### config.mk
export PLATFORM = sky130hd
export DESIGN_NAME = uart_frame_parser
export DESIGN_NICKNAME = d
export VERILOG_FILES = /design/src/rtl/uart_frame_pkg.sv /design/src/rtl/uart_byte_timeout.sv /design/src/rtl/uart_frame_parser.sv
export SDC_FILE = /design/constraint.sdc
export NUM_CORES = 1
export LEC_CHECK = 0
export ABC_AREA = 1
export CAP_MARGIN = 10
export CORE_ASPECT_RATIO = 2
export CORE_MARGIN = 5
export CORE_UTILIZATION = 31
export CTS_CLUSTER_DIAMETER = 150
export DETAILED_ROUTE_END_ITERATION = 8
export PLACE_DENSITY = 0.51
export SYNTH_ARGS = -nofsm -noshare
export SYNTH_HDL_FRONTEND = slang
export SYNTH_SLANG_ARGS = --single-unit
### constraint.sdc
create_clock -name i_clk -period 4.3 [get_ports i_clk]
set_clock_uncertainty 0.1 [all_clocks]
set_input_delay 0.86 -clock i_clk [delete_from_list [all_inputs] [get_ports i_clk]]
set_output_delay 0.86 -clock i_clk [all_outputs]
set_load 0.02 [all_outputs]
### src/rtl/uart_frame_pkg.sv
// Shared definitions for the UART frame parser and its byte-timing helpers.
package uart_frame_pkg;

  localparam logic [2:0] ST_IDLE  = 3'd0;
  localparam logic [2:0] ST_CMD   = 3'd1;
  localparam logic [2:0] ST_LEN   = 3'd2;
  localparam logic [2:0] ST_PAY   = 3'd3;
  localparam logic [2:0] ST_CHK   = 3'd4;

  typedef enum logic [2:0] {
    IDLE  = ST_IDLE,
    S_CMD = ST_CMD,
    S_LEN = ST_LEN,
    S_PAY = ST_PAY,
    S_CHK = ST_CHK
  } frame_state_e;

  localparam logic [7:0] SYNC_BYTE_DEF = 8'hAA;

  // One UART character is start + 8 data + stop = 10 bit times.
  localparam int CLKS_PER_BIT = 868;
  localparam int BYTE_CLKS    = 10 * CLKS_PER_BIT;

endpackage

### src/rtl/uart_byte_timeout.sv
// Idle-gap timer: counts clocks while enabled, restarts on every byte,
// and strobes o_expire on the last allowed idle clock.
module uart_byte_timeout #(
  parameter int TO_W  = 16,
  parameter int LIMIT = 26040
) (
  input  logic i_clk,
  input  logic i_rst_n,
  input  logic i_en,
  input  logic i_clr,
  output logic o_expire
);

  logic [TO_W-1:0] r_cnt;

  // A byte arriving on the terminal cycle suppresses expiry.
  assign o_expire = i_en && !i_clr && (r_cnt == TO_W'(LIMIT - 1));

  always_ff @(posedge i_clk or negedge i_rst_n) begin
    if (!i_rst_n) begin
      r_cnt <= '0;
    end else if (!i_en || i_clr || o_expire) begin
      r_cnt <= '0;
    end else begin
      r_cnt <= r_cnt + 1'b1;
    end
  end

endmodule

### src/rtl/uart_frame_parser.sv
// Assembles SYNC/CMD/LEN/payload/CHK frames from received UART bytes,
// validating length, checksum and inter-byte gaps.
module uart_frame_parser
  import uart_frame_pkg::*;
#(
  parameter int         MAX_LEN      = 4,
  parameter logic [7:0] SYNC_BYTE    = SYNC_BYTE_DEF,
  parameter int         TIMEOUT_CLKS = 3 * BYTE_CLKS,
  parameter int         TO_W         = 16
) (
  input  logic                   i_clk,
  input  logic                   i_rst_n,
  input  logic                   i_rx_valid,
  input  logic [7:0]             i_rx_byte,
  output logic                   o_frame_valid,
  output logic [7:0]             o_cmd,
  output logic [4:0]             o_len,
  output logic [8*MAX_LEN-1:0]   o_payload,
  output logic                   o_chk_err,
  output logic                   o_len_err,
  output logic                   o_timeout_err
);

  frame_state_e         r_state, w_state_nxt;
  logic [7:0]           r_sum, w_sum_nxt;
  logic [4:0]           r_idx, w_idx_nxt;
  logic [4:0]           r_len_sh, w_len_sh_nxt;
  logic [7:0]           r_cmd_sh, w_cmd_sh_nxt;
  logic [8*MAX_LEN-1:0] r_shadow, w_shadow_nxt;

  logic [7:0]           r_cmd, w_cmd_nxt;
  logic [4:0]           r_len, w_len_nxt;
  logic [8*MAX_LEN-1:0] r_payload, w_payload_nxt;
  logic                 r_frame_valid, w_frame_valid_nxt;
  logic                 r_chk_err, w_chk_err_nxt;
  logic                 r_len_err, w_len_err_nxt;
  logic                 r_timeout_err, w_timeout_err_nxt;

  logic                 w_to_en;
  logic                 w_expire;

  assign w_to_en = (r_state != IDLE);

  uart_byte_timeout #(
    .TO_W  (TO_W),
    .LIMIT (TIMEOUT_CLKS)
  ) u_timeout (
    .i_clk    (i_clk),
    .i_rst_n  (i_rst_n),
    .i_en     (w_to_en),
    .i_clr    (i_rx_valid),
    .o_expire (w_expire)
  );

  always_comb begin
    w_state_nxt       = r_state;
    w_sum_nxt         = r_sum;
    w_idx_nxt         = r_idx;
    w_len_sh_nxt      = r_len_sh;
    w_cmd_sh_nxt      = r_cmd_sh;
    w_shadow_nxt      = r_shadow;
    w_cmd_nxt         = r_cmd;
    w_len_nxt         = r_len;
    w_payload_nxt     = r_payload;
    w_frame_valid_nxt = 1'b0;
    w_chk_err_nxt     = 1'b0;
    w_len_err_nxt     = 1'b0;
    w_timeout_err_nxt = 1'b0;

    if (w_expire) begin
      w_timeout_err_nxt = 1'b1;
      w_state_nxt       = IDLE;
    end else if (i_rx_valid) begin
      unique case (r_state)
        IDLE: begin
          if (i_rx_byte == SYNC_BYTE) begin
            w_state_nxt  = S_CMD;
            w_shadow_nxt = '0;
          end
        end
        S_CMD: begin
          w_cmd_sh_nxt = i_rx_byte;
          w_sum_nxt    = i_rx_byte;
          w_state_nxt  = S_LEN;
        end
        S_LEN: begin
          if (i_rx_byte > 8'(MAX_LEN)) begin
            w_len_err_nxt = 1'b1;
            w_state_nxt   = IDLE;
          end else begin
            w_len_sh_nxt = i_rx_byte[4:0];
            w_sum_nxt    = r_sum + i_rx_byte;
            w_idx_nxt    = 5'd0;
            w_state_nxt  = (i_rx_byte == 8'd0) ? S_CHK : S_PAY;
          end
        end
        S_PAY: begin
          w_shadow_nxt[r_idx*8 +: 8] = i_rx_byte;
          w_sum_nxt                  = r_sum + i_rx_byte;
          w_idx_nxt                  = r_idx + 5'd1;
          if ((r_idx + 5'd1) == r_len_sh) begin
            w_state_nxt = S_CHK;
          end
        end
        S_CHK: begin
          if (i_rx_byte == r_sum) begin
            w_frame_valid_nxt = 1'b1;
            w_cmd_nxt         = r_cmd_sh;
            w_len_nxt         = r_len_sh;
            for (int i = 0; i < MAX_LEN; i++) begin
              w_payload_nxt[i*8 +: 8] = (5'(i) < r_len_sh) ? r_shadow[i*8 +: 8] : 8'h00;
            end
          end else begin
            w_chk_err_nxt = 1'b1;
          end
          w_state_nxt = IDLE;
        end
        default: w_state_nxt = IDLE;
      endcase
    end
  end

  always_ff @(posedge i_clk or negedge i_rst_n) begin
    if (!i_rst_n) begin
      r_state       <= IDLE;
      r_sum         <= '0;
      r_idx         <= '0;
      r_len_sh      <= '0;
      r_cmd_sh      <= '0;
      r_shadow      <= '0;
      r_cmd         <= '0;
      r_len         <= '0;
      r_payload     <= '0;
      r_frame_valid <= 1'b0;
      r_chk_err     <= 1'b0;
      r_len_err     <= 1'b0;
      r_timeout_err <= 1'b0;
    end else begin
      r_state       <= w_state_nxt;
      r_sum         <= w_sum_nxt;
      r_idx         <= w_idx_nxt;
      r_len_sh      <= w_len_sh_nxt;
      r_cmd_sh      <= w_cmd_sh_nxt;
      r_shadow      <= w_shadow_nxt;
      r_cmd         <= w_cmd_nxt;
      r_len         <= w_len_nxt;
      r_payload     <= w_payload_nxt;
      r_frame_valid <= w_frame_valid_nxt;
      r_chk_err     <= w_chk_err_nxt;
      r_len_err     <= w_len_err_nxt;
      r_timeout_err <= w_timeout_err_nxt;
    end
  end

  assign o_frame_valid = r_frame_valid;
  assign o_cmd         = r_cmd;
  assign o_len         = r_len;
  assign o_payload     = r_payload;
  assign o_chk_err     = r_chk_err;
  assign o_len_err     = r_len_err;
  assign o_timeout_err = r_timeout_err;

endmodule

After elaboration in Yosys (flattened, before gate mapping)
Cells that the tools add are included.
Widths: inputs -> output; s select.
{ "totals": {"ramBits": 0, "mem_count": 0, "romBits": 0, "regBits": 126, "output_inout_bits": 49, "latch_bits": 0, "inputBits": 11} }
{ "op_classes": {"shifts": 2, "n_mux": 32, "multipliers": 0, "n_addsub": 4, "n_reduce_logical": 20, "eq_ne": 12, "magnitude_cmp": 5, "div_mod_pow": 0, "bitwise": 2} }
{ "op_table": {"columns": ["op", "count"], "rows": [
  ["$pmux 32 s2", 1],
  ["$mux 8", 5],
  ["$neg 8->34", 1],
  ["$shift 8x34->32 const A", 1],
  ["$shiftx 8x34->32", 1],
  ["$bwmux 32", 1],
  ["$mux 32", 1],
  ["$pmux 8 s3", 1],
  ["$reduce_and 4->1", 5],
  ["$mux 3", 6],
  ["$add 16x1->16 const B", 1],
  ["$eq 16x15->1 const B", 1],
  ["$mux 16", 1],
  ["$mux 1", 13],
  ["$pmux 3 s4", 1],
  ["$lt 1x5->1 const A", 2],
  ["$lt 2x5->1 const A", 2],
  ["$pmux 5 s2", 1],
  ["$add 8x8->8", 1],
  ["$eq 8x8->1", 1],
  ["$eq 8x8->1 const B", 1],
  ["$gt 8x3->1 const B", 1],
  ["$logic_not 8->1", 1],
  ["$eq 3x2->1 const B", 2],
  ["15 further kinds", 25]
]} }

Longest topological paths before layout
{ "depth": {"ltp_word": 6, "depth_mapped": 15, "depth_no_buf": 15} }

Modules after synthesis
From an unflattened synthesis, not the netlist that was laid out.
{ "hier_totals": {"hier_cells": 766, "hier_area_um2": 6137.1} }
{ "modules_own_cells": {"columns": ["module", "n_inst", "area_per_inst_um2", "cells_per_inst", "seq_area_each_um2"], "rows": [
  ["uart_frame_parser", 1, 5240.0, 647, 2752.6],
  ["uart_byte_timeout", 1, 897.1, 119, 400.4]
]} }

Least setup slack after synthesis
No wires, ideal clock.
{ "synth_timing": {"path_type": "input -> register", "startpoint": "in i_rx_byte[4]", "endpoint": "reg r_payload[2] (netlist: o_payload[2])", "slack_ns": 1.925, "arrival_time_ns": 2.143, "n_path_buf": 2, "cell_stages": 8, "required_time_ns": 4.068, "cell_sequence": "ha_1 -> nor4_1 -> and3_1 -> nand2_1 -> buf_2 -> buf_1 -> nand2_1 -> o21ai_0"} }
{ "synth_via": {"elab_chain_cells": 2} }
{ "synth_lines": {"columns": ["item", "line_no", "source"], "rows": [
  ["start: declaration", "uart_frame_parser.sv:14", "input logic [7:0] i_rx_byte,"],
  ["$eq 8x8->1", "uart_frame_parser.sv:106", "if (i_rx_byte == r_sum) begin"],
  ["$reduce_and 4->1 (no line)", null, null],
  ["end signal: assignment", "uart_frame_parser.sv:147", "r_payload <= w_payload_nxt;"],
  ["end: declaration", "uart_frame_parser.sv:33", "logic [8*MAX_LEN-1:0] r_payload, w_payload_nxt;"]
]} }
No other way between the ends.
A chain may end at the register's enable or synchronous reset.

Worst setup path in the final report
{ "layout_timing": {"startpoint": "in i_rx_byte[5]", "endpoint": "reg r_payload[7] (netlist: o_payload[7])"} }
The elaborated chain is that of the path after synthesis.

==> results by stage <==
Logic synthesis:
- The synthesized net count is roughly 790.
- The average size of a mapped cell is 8.010 um2.
- The mapped cell area is 0.006136 mm2.
- The share of synthesized area occupied by flip-flops and latches is 51.39%.
- After synthesis, the netlist uses 34 different library cells.
- The XOR/XNOR share of the synthesized area is around 1.1%.
- The area share of fa/ha/maj cells after synthesis is 2.569%.
- Measured against the total synthesized area, the mux share comes to 0%.
- The number of cells produced by synthesis is 766.
- The synthesis-stage register bit count is approximately 130.
- The area fraction in and, or, nand and nor cells after synthesis is 29.18%.
- For this run, the number of Yosys warnings is 0.
- After synthesis, the largest family of logic cells by area is simple AND/OR/NAND/NOR gates.
- The synthesized netlist devotes 9.564% of its cell area to compound gates.

Place:
- Port buffering added 59 buffers.
- Routability-driven placement finished with a final weighted congestion of 0.8031.
- Summing all placed instances gives a cell area of 0.006989 mm2.
- The worst slack at placement is 956.5 ps.
- The total instance count after detailed placement is ~1.1k.
- Detailed placement ended at an HPWL of 12770 um.

Clocking:
- The cell sitting at the root of the clock tree is a sky130_fd_sc_hd__clkbuf_16.
- After clock tree synthesis, the repair step resized 0 gates.
- The later pin in the worst-skew pair is clocked with a latency of ~420 ps.
- The TritonCTS clock tree is done.
- The count of hold-fix buffers inserted at cts is 0.
- The clock transition at the register clock pins on the worst setup and hold paths after CTS is 60 ps.
- In this run the post-CTS setup repair buffer count came out at 0.
- The clock passes through at most 2 buffers.
- CTS built an H-tree with a depth of 4.
- In this run, CTS created clock tree buffers numbering 17.
- The TritonCTS sink count is 126.

Route:
- After the first detailed-routing iteration, the DRC count stood at 212.
- Using the TritonRoute via totals, the vias-per-cell ratio works out to 4.688.
- Dividing the detail-routed wire length by the instance count gives 15.25 um.
- The total vias in the final route is 5166.
- The number of routed nets with antenna violations is 0.
- The count of TritonRoute iterations in the first routing pass is 5.
- The sum of routed wire length over all layers is ~17000 um.
- After detailed routing, the number of remaining DRC violations is 0.

Finish:
- The number of standard cells in the layout, taps in and fillers out is 1102.
- From synthesis to final layout, the design area changed by 23.82%.
- In the final layout, the share of cells above drive strength 1 is 6.999%.
- The final antenna diode count is 0.
- The net count of the finished layout is 853.
- Cells fill a little under 40% of the core in the end.
- The filler cell count in the final layout is around 2.1k.
- The final instance area is between 0.007 and 0.008 mm2.

Setup path:
- Data on the critical path is required at its endpoint by between 4000 and 5000 ps.
- The highest net fanout along the worst path is 61.
- The worst endpoint data arrival time is 3060 ps.
- The kind of end point of the critical path is a flip-flop.
- The category of the worst setup path launch point is a primary input.
- The classification of the worst setup path is primary input to flip-flop.

Die:
- The die covers between 0.02 and 0.025 mm2.
- The floorplan step set the die height to 209.0 um.
- Once the floorplan was initialized, standard cells occupied 31.53% of the core.
- The core region is slightly below 0.02 mm2.
- The total I/O pin count is 60.
- The floorplan has 72 rows.
- Measured along the x axis, the die boundary spans 109.5 um.

STA:
- Setup violations remaining at the end of the flow were counted as 0.
- The peak clock frequency supported by timing is between 0.3 and 0.4 GHz.
- The final-layout setup total negative slack is 0 ps.
- The count of final max-slew check failures is 0.
- Setup repair after global routing left no endpoint under its margin.
- The headroom to the max-slew limit is 35.01%.
- The smallest clock period supported by the final layout is computed as 2888 ps.
- The final critical path takes up 67.17% of the cycle.
- The final-report hold violation count is 0.
- The final hold slack is approximately 340 ps.
- The actual slew at the worst max-slew pin is 970.3 ps.
- The post-route worst setup slack is 1412 ps.

Pwr:
- The worst-case vdd ir drop is 0.2639 mV.
- The sum of internal, switching and leakage power is between 4 and 5 mW.
- In this run the static leakage power is 3.436 nW.
- The sequential share of power is 36.4%.
- The switching power total is 1.479 mW.
- Power spread over the standard cell area amounts to 545.6 mW/mm2.
- Combinational cells account for 27.9% of the total power.
- The switching power as a share of total power is 35.69%.
- The clock network fraction of design power is 35.7%.
- The internal power summed over all cells is 2.666 mW.

Run status:
- The flow ran to the end, and the final reports show no timing, DRC or antenna violations.

Global routing:
- The global-route total usage across every layer is 15.72%.
- The wire length of the first global-routing pass is 27630 um.
- The total overflow reported by the global router is 0.
- The number of antenna violations at the first check in global routing came to 0.
- The largest net degree at the start of global routing is 85.
- The number of global-route vias before repair is ~5.4k.

Flow run:
- Max-cap violations in this run came to 0.

Worst hold path:
- The worst min-delay path category is primary input to async pin.
metal layers:
metal / part of all wire [%] / vias to the layer above / GRT usage (%)
met2: 57 / 103 / 30.11
met4: 4.6 / 0 / 8.394
met5: 0 / - / 0
li1: - / 2625 / -
met3: 3.1 / 46 / 3.274
met1: 35 / 2392 / 14.92
placed cells by master, fill, tap and decap left out, drive strengths merged, types with 4 or more instances in the layout:
master | Yosys | routed
clkdlybuf4s50 | 0 | 58
clkbuf | 8 | 18
nor3 | 21 | 21
a21oi | 12 | 12
ha | 11 | 11
nand2 | 266 | 266
dfrtp | 126 | 126
xor2 | 5 | 5
clkinv | 1 | 10
nor4 | 6 | 6
buf | 9 | 4
nand4 | 20 | 20
o21ai | 97 | 97
inv | 74 | 74
nand3 | 43 | 43
nor2 | 54 | 54
kinds of logic after synthesis:
| group | count (synthesis) |
|---|---|
| flip-flops | 126 |
| AND/OR/NAND/NOR | 414 |
| buffers and inverters | 92 |
| XOR/XNOR | 8 |
| adder cells (fa/ha/maj) | 12 |
| AO/OA/AOI/OAI | 114 |
final cells by class:
class                           instances  area (um2)  share of cell area (%)
Tap cell                              259       324.1                   4.265
Clock buffer                           18       439.2                   5.781
Multi-Input combinational cell        548        2608                   34.32
Inverter                               75       281.5                   3.706
Timing Repair Buffer                   62       623.1                   8.202
Clock inverter                         14       168.9                   2.223
Sequential cell                       126        3153                   41.50
sequential cells by signal, summed over array words and instances (netlist names), 3 cells and up:
name and cells:
o_payload 32, r_shadow 32, u_timeout.r_cnt 16, o_cmd 8, r_cmd_sh 8, r_sum 8
o_len 5, r_idx 5, r_len_sh 5, r_state 3
cells in the mapped netlist:
library cell	instances	area, um2
sky130_fd_sc_hd__a21o_1	2	15.01
sky130_fd_sc_hd__a21oi_1	12	60.06
sky130_fd_sc_hd__a31oi_1	3	18.77
sky130_fd_sc_hd__and3_1	2	12.51
sky130_fd_sc_hd__buf_1	2	7.510
sky130_fd_sc_hd__buf_2	2	10.01
sky130_fd_sc_hd__buf_4	2	15.01
sky130_fd_sc_hd__buf_6	3	33.78
sky130_fd_sc_hd__clkbuf_1	8	30.03
sky130_fd_sc_hd__clkinv_1	1	3.750
sky130_fd_sc_hd__dfrtp_1	126	3153
sky130_fd_sc_hd__fa_1	1	20.02
sky130_fd_sc_hd__ha_1	11	137.6
sky130_fd_sc_hd__inv_1	70	262.8
sky130_fd_sc_hd__inv_2	4	15.01
sky130_fd_sc_hd__nand2_1	256	960.9
sky130_fd_sc_hd__nand2_2	8	50.05
sky130_fd_sc_hd__nand2_4	2	22.52
sky130_fd_sc_hd__nand3_1	42	210.2
sky130_fd_sc_hd__nand3_2	1	10.01
sky130_fd_sc_hd__nand3b_1	1	7.510
sky130_fd_sc_hd__nand4_1	20	125.1
sky130_fd_sc_hd__nor2_1	51	191.4
sky130_fd_sc_hd__nor2_4	3	33.78
sky130_fd_sc_hd__nor3_1	19	95.09
sky130_fd_sc_hd__nor3_2	1	10.01
sky130_fd_sc_hd__nor3_4	1	16.27
sky130_fd_sc_hd__nor3b_1	1	7.510
sky130_fd_sc_hd__nor4_1	6	37.54
sky130_fd_sc_hd__o21ai_0	87	435.4
sky130_fd_sc_hd__o21ai_1	8	40.04
sky130_fd_sc_hd__o21ai_2	2	17.52
sky130_fd_sc_hd__xnor2_1	3	26.28
sky130_fd_sc_hd__xor2_1	5	43.79
power by group through the flow:
| stage | logic, mW | clock network, mW | registers [mW] |
|---|---|---|---|
| after floorplan | 0.908 | 0 | 1.49 |
| after global placement | 1.15 | 0 | 1.53 |
| after detailed placement | 1.16 | 0 | 1.53 |
| after CTS | 1.17 | 1.51 | 1.51 |
| after global routing | 1.34 | 1.57 | 1.54 |
| final | 1.16 | 1.48 | 1.51 |
critical path: stages:
cell and delay (ps):
sky130_fd_sc_hd__clkdlybuf4s50_1 470, sky130_fd_sc_hd__ha_1 410, sky130_fd_sc_hd__nor4_1 230, sky130_fd_sc_hd__and3_1 220
sky130_fd_sc_hd__nand2_2 240, sky130_fd_sc_hd__buf_4 390, sky130_fd_sc_hd__nand2_1 110, sky130_fd_sc_hd__o21ai_0 80
worst paths after layout:
kind | start | endpoint | slack, ps | depth (start not counted)
worst max-delay path | i_rx_byte[5] | o_payload[7] | 1410 | 8
worst min-delay path | i_rst_n | r_sum[5] | 340 | 1
worst max register to register | r_idx[0] | r_shadow[31] | 1550 | 14
worst min register to register | u_timeout.r_cnt[0] | u_timeout.r_cnt[0] | 360 | 1
max in group asynchronous | i_rst_n | o_payload[1] | 2900 | 2
min in group i_clk | u_timeout.r_cnt[0] | u_timeout.r_cnt[0] | 360 | 1
(Power assumes the default switching activity.)
